--- src/rtl/ibuf_pkg.sv ---
// Shared constants and elaboration-time helpers for the skewed ping-pong input buffer.
package ibuf_pkg;

    localparam int unsigned N_DEF     = 4;
    localparam int unsigned DEPTH_DEF = 4;
    localparam int unsigned DW_DEF    = 8;

    // Ceiling log2; returns 0 for values of 0 or 1.
    function automatic int unsigned clog2(input int unsigned value);
        int unsigned res;
        res = 0;
        for (int unsigned p = 1; p < value; p = p << 1) begin
            res = res + 1;
        end
        return res;
    endfunction

    // Bit offset of lane k in an N-lane word; lane 0 occupies the MSB slice.
    function automatic int unsigned lane_off(input int unsigned lane,
                                             input int unsigned n_lanes,
                                             input int unsigned dw);
        return (n_lanes - 1 - lane) * dw;
    endfunction

endpackage

--- src/rtl/ibuffer_lane.sv ---
// One lane of the ping-pong buffer: two banks of DEPTH entries, one write port
// and a registered read that outputs zero whenever the read is not valid.
module ibuffer_lane #(
    parameter int unsigned DEPTH = 4,
    parameter int unsigned DW    = 8,
    parameter int unsigned AW    = 2
) (
    input  logic          clk_i,
    input  logic          rst_i,
    input  logic          we_i,
    input  logic          wr_bank_i,
    input  logic [AW-1:0] wr_addr_i,
    input  logic [DW-1:0] wr_data_i,
    input  logic          rd_bank_i,
    input  logic [AW-1:0] rd_addr_i,
    input  logic          rd_valid_i,
    output logic [DW-1:0] rd_data_o
);

    logic [DW-1:0] mem_q [2][DEPTH];
    logic [DW-1:0] rd_data_q;

    // Storage write; contents are not reset and only read after being written.
    always_ff @(posedge clk_i) begin
        if (we_i) begin
            mem_q[wr_bank_i][wr_addr_i] <= wr_data_i;
        end
    end

    // Registered read, forced to zero outside the lane's valid window.
    always_ff @(posedge clk_i or posedge rst_i) begin
        if (rst_i) begin
            rd_data_q <= '0;
        end else begin
            rd_data_q <= rd_valid_i ? mem_q[rd_bank_i][rd_addr_i] : '0;
        end
    end

    assign rd_data_o = rd_data_q;

endmodule

--- src/rtl/ibuffer_skew_pp.sv ---
// Double-buffered input buffer for the systolic array edge: the host fills one
// bank while the other drains with a one-cycle skew per lane.
module ibuffer_skew_pp
    import ibuf_pkg::*;
#(
    parameter  int unsigned N     = N_DEF,
    parameter  int unsigned DEPTH = DEPTH_DEF,
    parameter  int unsigned DW    = DW_DEF,
    localparam int unsigned AW    = clog2(DEPTH)
) (
    input  logic            CLK,
    input  logic            RST,
    input  logic            LOAD_EN,
    input  logic [AW-1:0]   LOAD_ADDR,
    input  logic [N*DW-1:0] LOAD_WORD,
    input  logic            LOAD_LAST,
    output logic            LOAD_RDY,
    output logic            LOAD_DROP,
    input  logic            START,
    output logic            START_RDY,
    output logic            BUSY,
    output logic            DONE,
    output logic [N*DW-1:0] IROW_o,
    output logic [N-1:0]    ROW_VALID
);

    // Counter spans 0 .. DEPTH+N-2; the extra bit in CW1 holds the sign of c-k.
    localparam int unsigned    CW       = clog2(DEPTH + N);
    localparam int unsigned    CW1      = CW + 1;
    localparam logic [CW-1:0]  CNT_LAST = CW'(DEPTH + N - 2);

    logic          wr_bank_q, wr_bank_d;
    logic          rd_bank_q, rd_bank_d;
    logic [1:0]    full_q, full_d;
    logic          busy_q, busy_d;
    logic [CW-1:0] cnt_q, cnt_d;
    logic          done_q, done_d;
    logic          drop_q, drop_d;
    logic [N-1:0]  row_valid_q, row_valid_d;

    logic load_rdy_c;
    logic start_rdy_c;
    logic addr_ok_c;
    logic load_acc_c;
    logic start_acc_c;

    assign load_rdy_c  = !full_q[wr_bank_q];
    assign start_rdy_c = full_q[rd_bank_q] && !busy_q;
    assign addr_ok_c   = 32'(LOAD_ADDR) < DEPTH;
    assign load_acc_c  = LOAD_EN && load_rdy_c && addr_ok_c;
    assign start_acc_c = START && start_rdy_c;

    // Next state for bank pointers, full flags, drain counter and pulses.
    always_comb begin
        wr_bank_d = wr_bank_q;
        rd_bank_d = rd_bank_q;
        full_d    = full_q;
        busy_d    = busy_q;
        cnt_d     = cnt_q;
        drop_d    = LOAD_EN && !load_acc_c;

        if (load_acc_c && LOAD_LAST) begin
            full_d[wr_bank_q] = 1'b1;
            wr_bank_d         = !wr_bank_q;
        end

        if (start_acc_c) begin
            busy_d = 1'b1;
            cnt_d  = '0;
        end else if (busy_q) begin
            if (cnt_q == CNT_LAST) begin
                busy_d            = 1'b0;
                cnt_d             = '0;
                full_d[rd_bank_q] = 1'b0;
                rd_bank_d         = !rd_bank_q;
            end else begin
                cnt_d = cnt_q + CW'(1);
            end
        end

        done_d = busy_d && (cnt_d == CNT_LAST);
    end

    // Control state and registered status outputs.
    always_ff @(posedge CLK or posedge RST) begin
        if (RST) begin
            wr_bank_q   <= 1'b0;
            rd_bank_q   <= 1'b0;
            full_q      <= '0;
            busy_q      <= 1'b0;
            cnt_q       <= '0;
            done_q      <= 1'b0;
            drop_q      <= 1'b0;
            row_valid_q <= '0;
        end else begin
            wr_bank_q   <= wr_bank_d;
            rd_bank_q   <= rd_bank_d;
            full_q      <= full_d;
            busy_q      <= busy_d;
            cnt_q       <= cnt_d;
            done_q      <= done_d;
            drop_q      <= drop_d;
            row_valid_q <= row_valid_d;
        end
    end

    // Lane k reads entry (c-k) of the draining bank while 0 <= c-k < DEPTH.
    for (genvar k = 0; k < N; k++) begin : g_lane
        localparam int unsigned K   = k;
        localparam int unsigned OFF = lane_off(K, N, DW);

        logic [CW1-1:0] diff_c;
        logic           lane_v_c;
        logic [AW-1:0]  lane_addr_c;

        assign diff_c      = {1'b0, cnt_d} - CW1'(K);
        assign lane_v_c    = busy_d && !diff_c[CW1-1] && (32'(diff_c) < DEPTH);
        assign lane_addr_c = AW'(diff_c);
        assign row_valid_d[k] = lane_v_c;

        ibuffer_lane #(
            .DEPTH (DEPTH),
            .DW    (DW),
            .AW    (AW)
        ) u_lane (
            .clk_i      (CLK),
            .rst_i      (RST),
            .we_i       (load_acc_c),
            .wr_bank_i  (wr_bank_q),
            .wr_addr_i  (LOAD_ADDR),
            .wr_data_i  (LOAD_WORD[OFF +: DW]),
            .rd_bank_i  (rd_bank_q),
            .rd_addr_i  (lane_addr_c),
            .rd_valid_i (lane_v_c),
            .rd_data_o  (IROW_o[OFF +: DW])
        );
    end

    assign LOAD_RDY  = load_rdy_c;
    assign START_RDY = start_rdy_c;
    assign BUSY      = busy_q;
    assign DONE      = done_q;
    assign LOAD_DROP = drop_q;
    assign ROW_VALID = row_valid_q;

endmodule
--- config.mk ---
export PLATFORM = sky130hd
export DESIGN_NAME = ibuffer_skew_pp
export DESIGN_NICKNAME = d
export VERILOG_FILES = /design/src/rtl/ibuf_pkg.sv /design/src/rtl/ibuffer_lane.sv /design/src/rtl/ibuffer_skew_pp.sv
export SDC_FILE = /design/constraint.sdc
export NUM_CORES = 1
export LEC_CHECK = 0
export CAP_MARGIN = 20
export CORE_ASPECT_RATIO = 2
export CORE_UTILIZATION = 50
export CTS_CLUSTER_SIZE = 28
export DETAILED_ROUTE_END_ITERATION = 12
export PLACE_DENSITY = 0.72
export SLEW_MARGIN = 20
export SYNTH_ARGS = -nofsm -noshare
export SYNTH_HDL_FRONTEND = slang
export SYNTH_HIERARCHICAL = 1
export SYNTH_SLANG_ARGS = --single-unit
--- constraint.sdc ---
create_clock -name CLK -period 3.6 [get_ports CLK]
set_input_delay 0.54 -clock CLK [delete_from_list [all_inputs] [get_ports CLK]]
set_output_delay 0.54 -clock CLK [all_outputs]
set_load 0.005 [all_outputs]
==> results of run 1 <==
-- routing by layer --
metal | part of all wire (%) | up-vias
met5 | 0 | -
met3 | 5.1 | 39
met1 | 34 | 2866
met4 | 2.7 | 0
met2 | 58 | 165
li1 | - | 2508
-- through the flow --
| step | util, % | hold WS (ns) | setup WS, ns | instances |
|---|---|---|---|---|
| after floorplan | - | 0.356 | 1.09 | 568 |
| after CTS | 60.7 | 0.544 | 0.692 | 988 |
| after global routing | 60.7 | 0.559 | 0.550 | 988 |
| after global placement | 56.7 | 0.495 | 0.530 | 940 |
| after detailed placement | 56.7 | 0.511 | 0.495 | 940 |
| final | 60.7 | 0.536 | 0.707 | 988 |
-- cells in the final DEF, fill, tap and decap left out, types with 4 or more instances in the layout --
| cell | n |
|---|---|
| inv_1 | 14 |
| bufinv_16 | 4 |
| clkbuf_1 | 4 |
| mux4_2 | 32 |
| nor2_1 | 63 |
| clkdlybuf4s50_1 | 79 |
| clkinvlp_4 | 5 |
| nand2_1 | 12 |
| nand2b_1 | 13 |
| mux2i_1 | 35 |
| dfrtp_1 | 45 |
| nor3_1 | 9 |
| clkbuf_16 | 27 |
| mux4_1 | 32 |
| buf_4 | 34 |
| nor2b_1 | 5 |
| ha_1 | 6 |
| edfxtp_1 | 256 |
-- registers in the layout, indices dropped and copies added, names as in the netlist --
| register | cells |
|---|---|
| g_lane.u_lane/mem_q | 256 |
| wr_bank_q | 1 |
| BUSY | 1 |
| g_lane.u_lane/rd_data_o | 32 |
| LOAD_DROP | 1 |
| DONE | 1 |
| ROW_VALID | 4 |
| rd_bank_q | 1 |
| cnt_q | 3 |
| full_q | 2 |
-- power breakdown --
| part | internal (uW) | leakage (uW) | switching, uW |
|---|---|---|---|
| clock network | 1680 | 0.000430 | 1240 |
| registers | 4060 | 0.00290 | 124 |
| logic | 1920 | 0.00153 | 1820 |
-- worst max-delay path by stage --
stage / cells past startpoint / end / slack, ns / start
finish: 11 / g_lane[3].u_lane/rd_data_o[3] / 0.71 / BUSY
global route: 11 / g_lane[3].u_lane/rd_data_o[0] / 0.55 / BUSY
CTS: 11 / g_lane[3].u_lane/rd_data_o[3] / 0.69 / BUSY
detailed placement: 9 / g_lane[3].u_lane/rd_data_o[6] / 0.50 / START
global placement: 9 / g_lane[3].u_lane/rd_data_o[6] / 0.53 / START
floorplan: 9 / g_lane[3].u_lane/rd_data_o[6] / 1.09 / rd_bank_q
-- logic make-up (layout without fill, tap and decap cells) --
group                    count (synthesis)  count (layout)  synth area share, %
flip-flops                             302             302                 75.5
XOR/XNOR                                 2               2                0.150
adder cells (fa/ha/maj)                  6               6                0.641
multiplexers                            99              99                 16.3
AO/OA/AOI/OAI                           14              14                 1.06
AND/OR/NAND/NOR                        107             107                 4.07
buffers and inverters                   38             178                 2.29
-- layout make-up --
type                       count  share of cell area (%)
sequential                   302                    63.8
tap                          280                    2.53
clock inverter                17                    1.58
clock buffer                  31                    4.99
multi-input combinational    228                    18.8
inverter                      15                   0.407
timing repair buffer         115                    7.84
-- critical path, stage by stage (launching register included) --
cell,delay [ns]
dfrtp_1,0.57
nor2b_1,0.38
a21oi_1,0.12
or2_4,0.26
inv_1,0.11
buf_12,0.26
ha_1,0.23
o2111ai_1,0.12
o22a_1,0.22
nor2_1,0.19
inv_1,0.20
nor2_1,0.14
==> impl_metrics.toml, run 1 <==
[status]
status = "finished, final reports clean"

[final_layout]
seqCellArea_mm2 = 0.00884
area_growth_pct = 18.3
fin_area_mm2 = 0.0139
drive_above_1_share_pct = 16.7
num_antenna_cells = 0
multi_input_area_mm2 = 0.00261
nNetsFinal = 733
fillers = 1654

[logic_synthesis]
ys_top_cells_by_area = "edfxtp_1 66%, dfrtp_1 9.8%, mux4_1 7.2%"
synth_common_cells = "256 x edfxtp_1, 63 x nor2_1, 46 x dfrtp_1, 35 x mux2i_1"
netlist_area_mm2 = 0.0117
synth_cells = 568
synth_most_common_cell = "edfxtp_1"
ys.flop_type = "edfxtp_1"
yosys.area.top_type_share_pct = 65.6
synth_top_cell_by_area = "edfxtp_1"
synth-async-reset-ratio_pct = 15.2
synth-seq-cells = 302
synth_edf_count = 256
syn_area_per_cell_um2 = 20.6
synth_seq_area_share_pct = 75.5
ys_types = 35
syn-num-nets = 613
ys_warn_count = 6

[route]
vias = 5578
drtIter0Drc = 261
drt_pass1_iterations = 5
drc_errors = 0
viasPerCell = 5.65
ant_nets = 0
wl_um = 21800
wl_per_cell_um = 22.1

[clock_network]
cts-resized-gates = 0
hold_buffers = 0
cts_buffers = 26
cts_tree = "yes"
postCtsSetupBuffers = 0
clkLatencyLatePin_ns = 0.53
max-clock-path-buffers = 3
cts-root-buf = "clkbuf_16"
clkSinkCount = 302
htree_levels = 1
clk_pin_slew_worst_paths_ns = 0.07

[power]
p_leak_uw = 0.00485
vdd_drop_max_uv = 608
powerDensity_mw_per_mm2 = 783
finalPower_uw = 10800

[floorplanning]
dieWidth_um = 110
core_area_mm2 = 0.0228
start_util_pct = 51.3
die_h_um = 218
rows = 78
die_area_mm2 = 0.0241
pin_count = 80

[global_routing]
grt_pass1_wl_um = 33500
grt_max_degree = 36
met3_usage_pct = 2.18
grt-busiest-layer = "met2"
grt_overflow_total = 0
grt.met1_usage_pct = 21.4
grt_pass1_vias = 6044
gr-usage-all-layers_pct = 19.5
antenna_found_initial = 0
use_met2_pct = 37.3

[sta]
hold_viol = 0
finalSetupViolCount = 0
slew_headroom_pct = 42.5
finalCritPeriodShare_pct = 80.4
finalMaxSlewViolations = 0
min_period_ns = 2.89
timing.fmax_mhz = 346
rsz0062_at_grt = "no"
tightest_slew_ns = 0.860
finClkSkew_ns = 0.0108
fin_setup_tns_ns = 0

[placement]
gp_congestion = 0.775
port_buffers = 79
postPlaceCellArea_mm2 = 0.0129
hpwl_um = 14800

[worst_setup_path]
critPathLaunchType = "flip-flop"
cp-end-kind = "flip-flop"
reg2reg_setup_slack_ns = 0.71
r2r-start = "BUSY"
arrival_ns = 3.35
worstSetupPathType = "reg2reg"
critPathMaxFanout = 34
required_ns = 4.06
reg2reg_to = "g_lane[3].u_lane/rd_data_o[3]"
reg2regPathDepth = 11

[hold_path]
hp-class = "reg2reg"
holdPathEnd = "wr_bank_q"
whs_path_depth = 1
min-delay-start = "full_q[0]"

[job]
maxCapViolCount = 0
(Power assumes the default switching activity.)
==> run 2: changes to the inputs <==
Clock period 3.6 ns to 2.7 ns, I/O delays scaled along.
==> impl_metrics.toml, run 2 (same netlist as run 1, synthesis figures left out) <==
[status]
status = "finished, final reports clean"

[sta]
finClkSkew_ns = 0.0135
min_period_ns = 2.51
timing.fmax_mhz = 398
finalMaxSlewViolations = 0
fin_setup_tns_ns = 0
tightest_slew_ns = 0.717
slew_headroom_pct = 52.2
finalCritPeriodShare_pct = 93.0
finalSetupViolCount = 0
rsz0062_at_grt = "no"
hold_viol = 0

[worst_setup_path]
critPathLaunchType = "flip-flop"
critPathMaxFanout = 4
worstSetupPathType = "reg2reg"
critPathTopFamily = "multiplexers"
arrival_ns = 2.92
slowest_stage = "mux4_1"
cp_cell_sequence = "mux2i_1 > nor2_1 > or2_4 > ha_1 > inv_1 > mux4_1 > mux2i_1 > nor2_1"
cp-end-kind = "flip-flop"
critPathMaxStageDelay_ns = 0.56
required_ns = 3.11
path_buf_inv = 1

[placement]
port_buffers = 79
hpwl_um = 15000
gp_congestion = 0.773

[power]
finalPower_uw = 14400
powerDensity_mw_per_mm2 = 1030
vdd_drop_max_uv = 594
p_leak_uw = 0.00493

[global_routing]
gr-usage-all-layers_pct = 19.7
grt_pass1_vias = 6104
antenna_found_initial = 0
grt_overflow_total = 0
grt_pass1_wl_um = 34100
grt_max_degree = 36

[final_layout]
nNetsFinal = 753
largest_register_ffs = 256
area_growth_pct = 18.8
multi_input_area_mm2 = 0.00261
seqCellArea_mm2 = 0.00884
largest_register = "g_lane.u_lane/mem_q"
drive_above_1_share_pct = 18.3
final_common_cell = "edfxtp_1"
fillers = 1655
num_antenna_cells = 0
mostFrequentLayoutCells = "256 x edfxtp_1, 79 x clkdlybuf4s50_1, 63 x nor2_1"

[clock_network]
cts_tree = "yes"
clkLatencyLatePin_ns = 0.53
hold_buffers = 0
postCtsSetupBuffers = 0
htree_levels = 1
cts_buffers = 26
clkSinkCount = 302
cts-root-buf = "clkbuf_16"
clk_pin_slew_worst_paths_ns = 0.07
cts-resized-gates = 0
max-clock-path-buffers = 3

[route]
wl_um = 22100
viasPerCell = 5.62
drtIter0Drc = 256
wl_per_cell_um = 21.9
drc_errors = 0
drt_pass1_iterations = 4
ant_nets = 0
vias = 5662

[floorplanning]
pin_count = 80
die_h_um = 218
dieWidth_um = 110
rows = 78
start_util_pct = 51.3
core_area_mm2 = 0.0228
die_area_mm2 = 0.0241

[hold_path]
hp-class = "in2async"

[job]
maxCapViolCount = 0
run 2: cell types whose count changed in the layout (fill, tap and decap cells not counted), moves of 3 or more:
cell	change
buf_4	+17
clkinv_1	+6
clkinv_2	+6
bufinv_16	-4
clkinvlp_4	-4
buf_12	+3
run 2: report_power, final:
part           leakage (uW)  total (uW)  switching [uW]  internal, uW
Clock              0.000392        3430            1580          1850
Sequential          0.00290        5580             156          5420
Combinational       0.00164        5360            2500          2860
run 2: layer usage:
layer	share of wire [%]	wire length [um]	track usage (%)	vias to the layer above
met5	0	0	0	-
met4	2.7	591	7.81	0
met3	3.3	720	2.30	40
met2	58	12900	36.9	122
met1	36	7860	22.1	2953
li1	-	-	-	2547
run 2: per-stage QoR:
stage               instances  hold slack, ns  cell area [um2]  setup WS, ns  utilization [%]
finish                   1008           0.429            13900         0.190             60.9
detailed placement        960           0.519            13100       -0.0423             57.5
floorplan                 568           0.221            11700         0.190                -
global route             1008           0.480            13900       0.00581             60.9
global placement          960           0.493            13100      0.000845             57.5
CTS                      1008           0.474            13900         0.176             60.9
run 2: final cells by class:
class / count / share of cell area [%]
flip-flops and latches: 302 / 63.5
clock buffers: 31 / 5.04
well taps: 280 / 2.52
multi-input cells: 228 / 18.8
clock inverters: 17 / 0.603
inverters: 15 / 0.405
repair buffers: 135 / 9.15
run 2: path summary, 6_finish.rpt:
kind | startpoint | slack, ns | cells past startpoint | end
min in group CLK | full_q[0] | 0.53 | 1 | wr_bank_q
max in group asynchronous | RST | 1.69 | 2 | rd_bank_q
worst min register to register | full_q[0] | 0.53 | 1 | wr_bank_q
worst max-delay path | full_q[1] | 0.19 | 8 | g_lane[3].u_lane/rd_data_o[6]
worst min-delay path | RST | 0.43 | 2 | g_lane[2].u_lane/rd_data_o[5]
worst max register to register | full_q[1] | 0.19 | 8 | g_lane[3].u_lane/rd_data_o[6]
==> run 3: changes to the inputs <==
Settings changed: CORE_UTILIZATION 50 to 29, CTS_BUF_LIST from default to sky130_fd_sc_hd__clkbuf_4 sky130_fd_sc_hd__clkbuf_8 sky130_fd_sc_hd__clkbuf_16, PLACE_DENSITY 0.72 to 0.48, SYNTH_HIERARCHICAL 1 to default.
==> impl_metrics.toml, run 3 <==
[clock_network]
cts_buffers = 27
clk_pin_slew_worst_paths_ns = 0.07
cts-root-buf = "clkbuf_16"
htree_levels = 1
clkSinkCount = 302
max-clock-path-buffers = 3
clkLatencyLatePin_ns = 0.55
cts_tree = "yes"

[sta]
finClkSkew_ns = 0.0130
min_period_ns = 2.58
rsz0062_at_grt = "no"
finalSetupViolCount = 0
finalCritPeriodShare_pct = 95.7
finalMaxSlewViolations = 0
slew_headroom_pct = 47.9
hold_viol = 0
fin_setup_tns_ns = 0
timing.fmax_mhz = 387
tightest_slew_ns = 0.781

[route]
drc_errors = 0
drt_pass1_iterations = 4
vias = 7052
ant_nets = 0
wl_per_cell_um = 24.1
wl_um = 33600
viasPerCell = 5.06
drtIter0Drc = 364

[worst_setup_path]
crit_path_end = "START_RDY"
required_ns = 2.30
critPathMaxFanout = 29
reg2reg_setup_slack_ns = 0.33
r2r-start = "cnt_q[2]"
reg2reg_to = "g_lane[1].u_lane.rd_data_o[2]"
path_buf_inv = 3
critPathMaxStageDelay_ns = 0.52
critPathLaunchType = "flip-flop"
worstSetupPathDepth = 4
cp_cell_sequence = "buf_6 > inv_1 > and2_1 > clkdlybuf4s50_1"
critPathTopFamily = "buffers and inverters"
slowest_stage = "clkdlybuf4s50_1"
reg2regPathDepth = 8
cp-end-kind = "output port"
arrival_ns = 2.18
worstSetupPathType = "reg2out"
critPathLaunch = "BUSY"

[final_layout]
largest_register_ffs = 256
num_antenna_cells = 0
nNetsFinal = 882
final_common_cell = "edfxtp_1"
largest_register = "g_lane.u_lane.mem_q"
seqCellArea_mm2 = 0.00884
utilization_pct = 36.2
mostFrequentLayoutCells = "256 x edfxtp_1, 79 x clkdlybuf4s50_1, 44 x dfrtp_1"
fillers = 3903
multi_input_area_mm2 = 0.00314
area_growth_pct = 22.6
drive_above_1_share_pct = 18.5

[logic_synthesis]
synth_xor_area_share_pct = 0.0719
synth-async-reset-ratio_pct = 15.2
syn_area_per_cell_um2 = 16.5
synth_simple_gate_area_share_pct = 5.82
synthAdderAreaFrac_pct = 0.514
synth_common_cells = "256 x edfxtp_1, 46 x dfrtp_1, 37 x a21oi_1, 35 x o21ai_0, 34 x mux2i_1"
netlist_area_mm2 = 0.0122
synth_seq_area_share_pct = 72.6
ys_warn_count = 0
ys_top_cells_by_area = "edfxtp_1 63%, dfrtp_1 9.4%, mux4_2 5.9%"
ys.flop_type = "edfxtp_1"
synth-compound-area-share_pct = 9.80
synth_edf_count = 256
yosys.area.top_type_share_pct = 63.1
synth_cells = 737
ys_types = 48
synth_top_cell_by_area = "edfxtp_1"
synth-seq-cells = 302
synth_top_family_by_area = "compound AO/OA/AOI/OAI gates"
synth_mux_area_share_pct = 8.89
syn-num-nets = 781
synth_most_common_cell = "edfxtp_1"

[hold_path]
hp-class = "in2async"

[floorplanning]
core_area_mm2 = 0.0413
start_util_pct = 29.5
dieWidth_um = 147
die_area_mm2 = 0.0429
die_h_um = 292
pin_count = 80
rows = 105

[global_routing]
grt_max_degree = 120
gr-usage-all-layers_pct = 15.8
antenna_found_initial = 0
grt_pass1_vias = 7491
grt_pass1_wl_um = 49600
grt_overflow_total = 0

[job]
maxCapViolCount = 0

[placement]
gp_congestion = 0.728
port_buffers = 79
hpwl_um = 20900

[status]
status = "finished, final reports clean"

[power]
powerDensity_mw_per_mm2 = 1070
vdd_drop_max_uv = 530
p_leak_uw = 0.00500
run 3: changes by cell type in the layout (fill, tap and decap cells not counted), moves of 9 or more:
| cell | previous run | this run |
|---|---|---|
| mux4_1 | 32 | 0 |
| nand3_1 | 1 | 33 |
| nor2b_1 | 5 | 19 |
| a211oi_1 | 0 | 16 |
| nor3_1 | 9 | 0 |
| a221oi_2 | 0 | 10 |
| a21oi_1 | 1 | 37 |
| nor2_1 | 63 | 24 |
| and3_1 | 0 | 16 |
| a221oi_1 | 0 | 22 |
| buf_4 | 51 | 36 |
| o21ai_0 | 2 | 35 |
| a2111oi_0 | 0 | 16 |
run 3: layout make-up:
type                    count  area share, %
clock buffers              31           4.81
clock inverters            18           1.48
inverters                   8          0.201
multi-input cells         371           21.0
flip-flops and latches    302           59.2
well taps                 535           4.48
repair buffers            128           8.79
run 3: worst register-to-register path, delay by kind of cell, from the launching register on:
kind / cells / cell delay, ns
flops: 1 / 0.45
fa+ha+maj: 1 / 0.33
buf+inv: 1 / 0.17
simple gates: 1 / 0.09
mux: 2 / 0.68
compound gates: 3 / 0.51
run 3: metrics by stage:
| stage | instances | setup slack [ns] | instance area (um2) | total power, uW | hold slack [ns] |
|---|---|---|---|---|---|
| floorplan | 737 | 0.0876 | 12200 | 9520 | 0.491 |
| global placement | 1344 | 0.0499 | 14000 | 12000 | 0.554 |
| detailed placement | 1344 | 0.0326 | 14000 | 12100 | 0.553 |
| CTS | 1393 | 0.0563 | 14900 | 16200 | 0.269 |
| global route | 1393 | 0.0383 | 14900 | 16700 | 0.291 |
| finish | 1393 | 0.116 | 14900 | 15900 | 0.242 |
run 3: worst min path at each step:
| stage | startpoint | end | slack (ns) | cells after the start |
|---|---|---|---|---|
| global route | RST | g_lane[1].u_lane.rd_data_o[2] | 0.29 | 2 |
| finish | RST | g_lane[1].u_lane.rd_data_o[2] | 0.24 | 2 |
| floorplan | full_q[0] | wr_bank_q | 0.49 | 1 |
| detailed placement | full_q[0] | wr_bank_q | 0.55 | 1 |
| CTS | RST | g_lane[0].u_lane.rd_data_o[2] | 0.27 | 2 |
| global placement | full_q[0] | wr_bank_q | 0.55 | 1 |
run 3: kinds of logic (layout without fill, tap and decap cells):
| kind of cell | after synthesis | in the layout |
|---|---|---|
| AOI/OAI and AO/OA | 164 | 164 |
| adders and majority gates | 5 | 5 |
| buffers and inverters | 64 | 185 |
| and+or+nand+nor | 133 | 133 |
| muxes | 68 | 68 |
| xor gates and xnor gates | 1 | 1 |
| DFF | 302 | 302 |
run 3: power breakdown:
group	leakage, uW	switching, uW	internal (uW)	total (uW)
clock	0.000457	1710	2390	4100
sequential	0.00289	172	5390	5560
combinational	0.00165	3520	2760	6290
total	0.00500	5410	10500	15900
run 3: metal layers:
| layer | global-route usage [%] | part of all wire (%) | vias to the layer above |
|---|---|---|---|
| li1 | - | - | 3157 |
| met1 | 16.5 | 36 | 3648 |
| met2 | 31.4 | 57 | 182 |
| met3 | 1.69 | 3.2 | 65 |
| met4 | 6.54 | 3.4 | 0 |
| met5 | 0 | 0 | - |
run 3: what timing repair did:
action                                 CTS  global route
setup buffers                            0             0
hold buffers                             0             0
endpoints found under the hold margin    0             0
gates resized for setup                  2             0
setup endpoints to repair                1             0
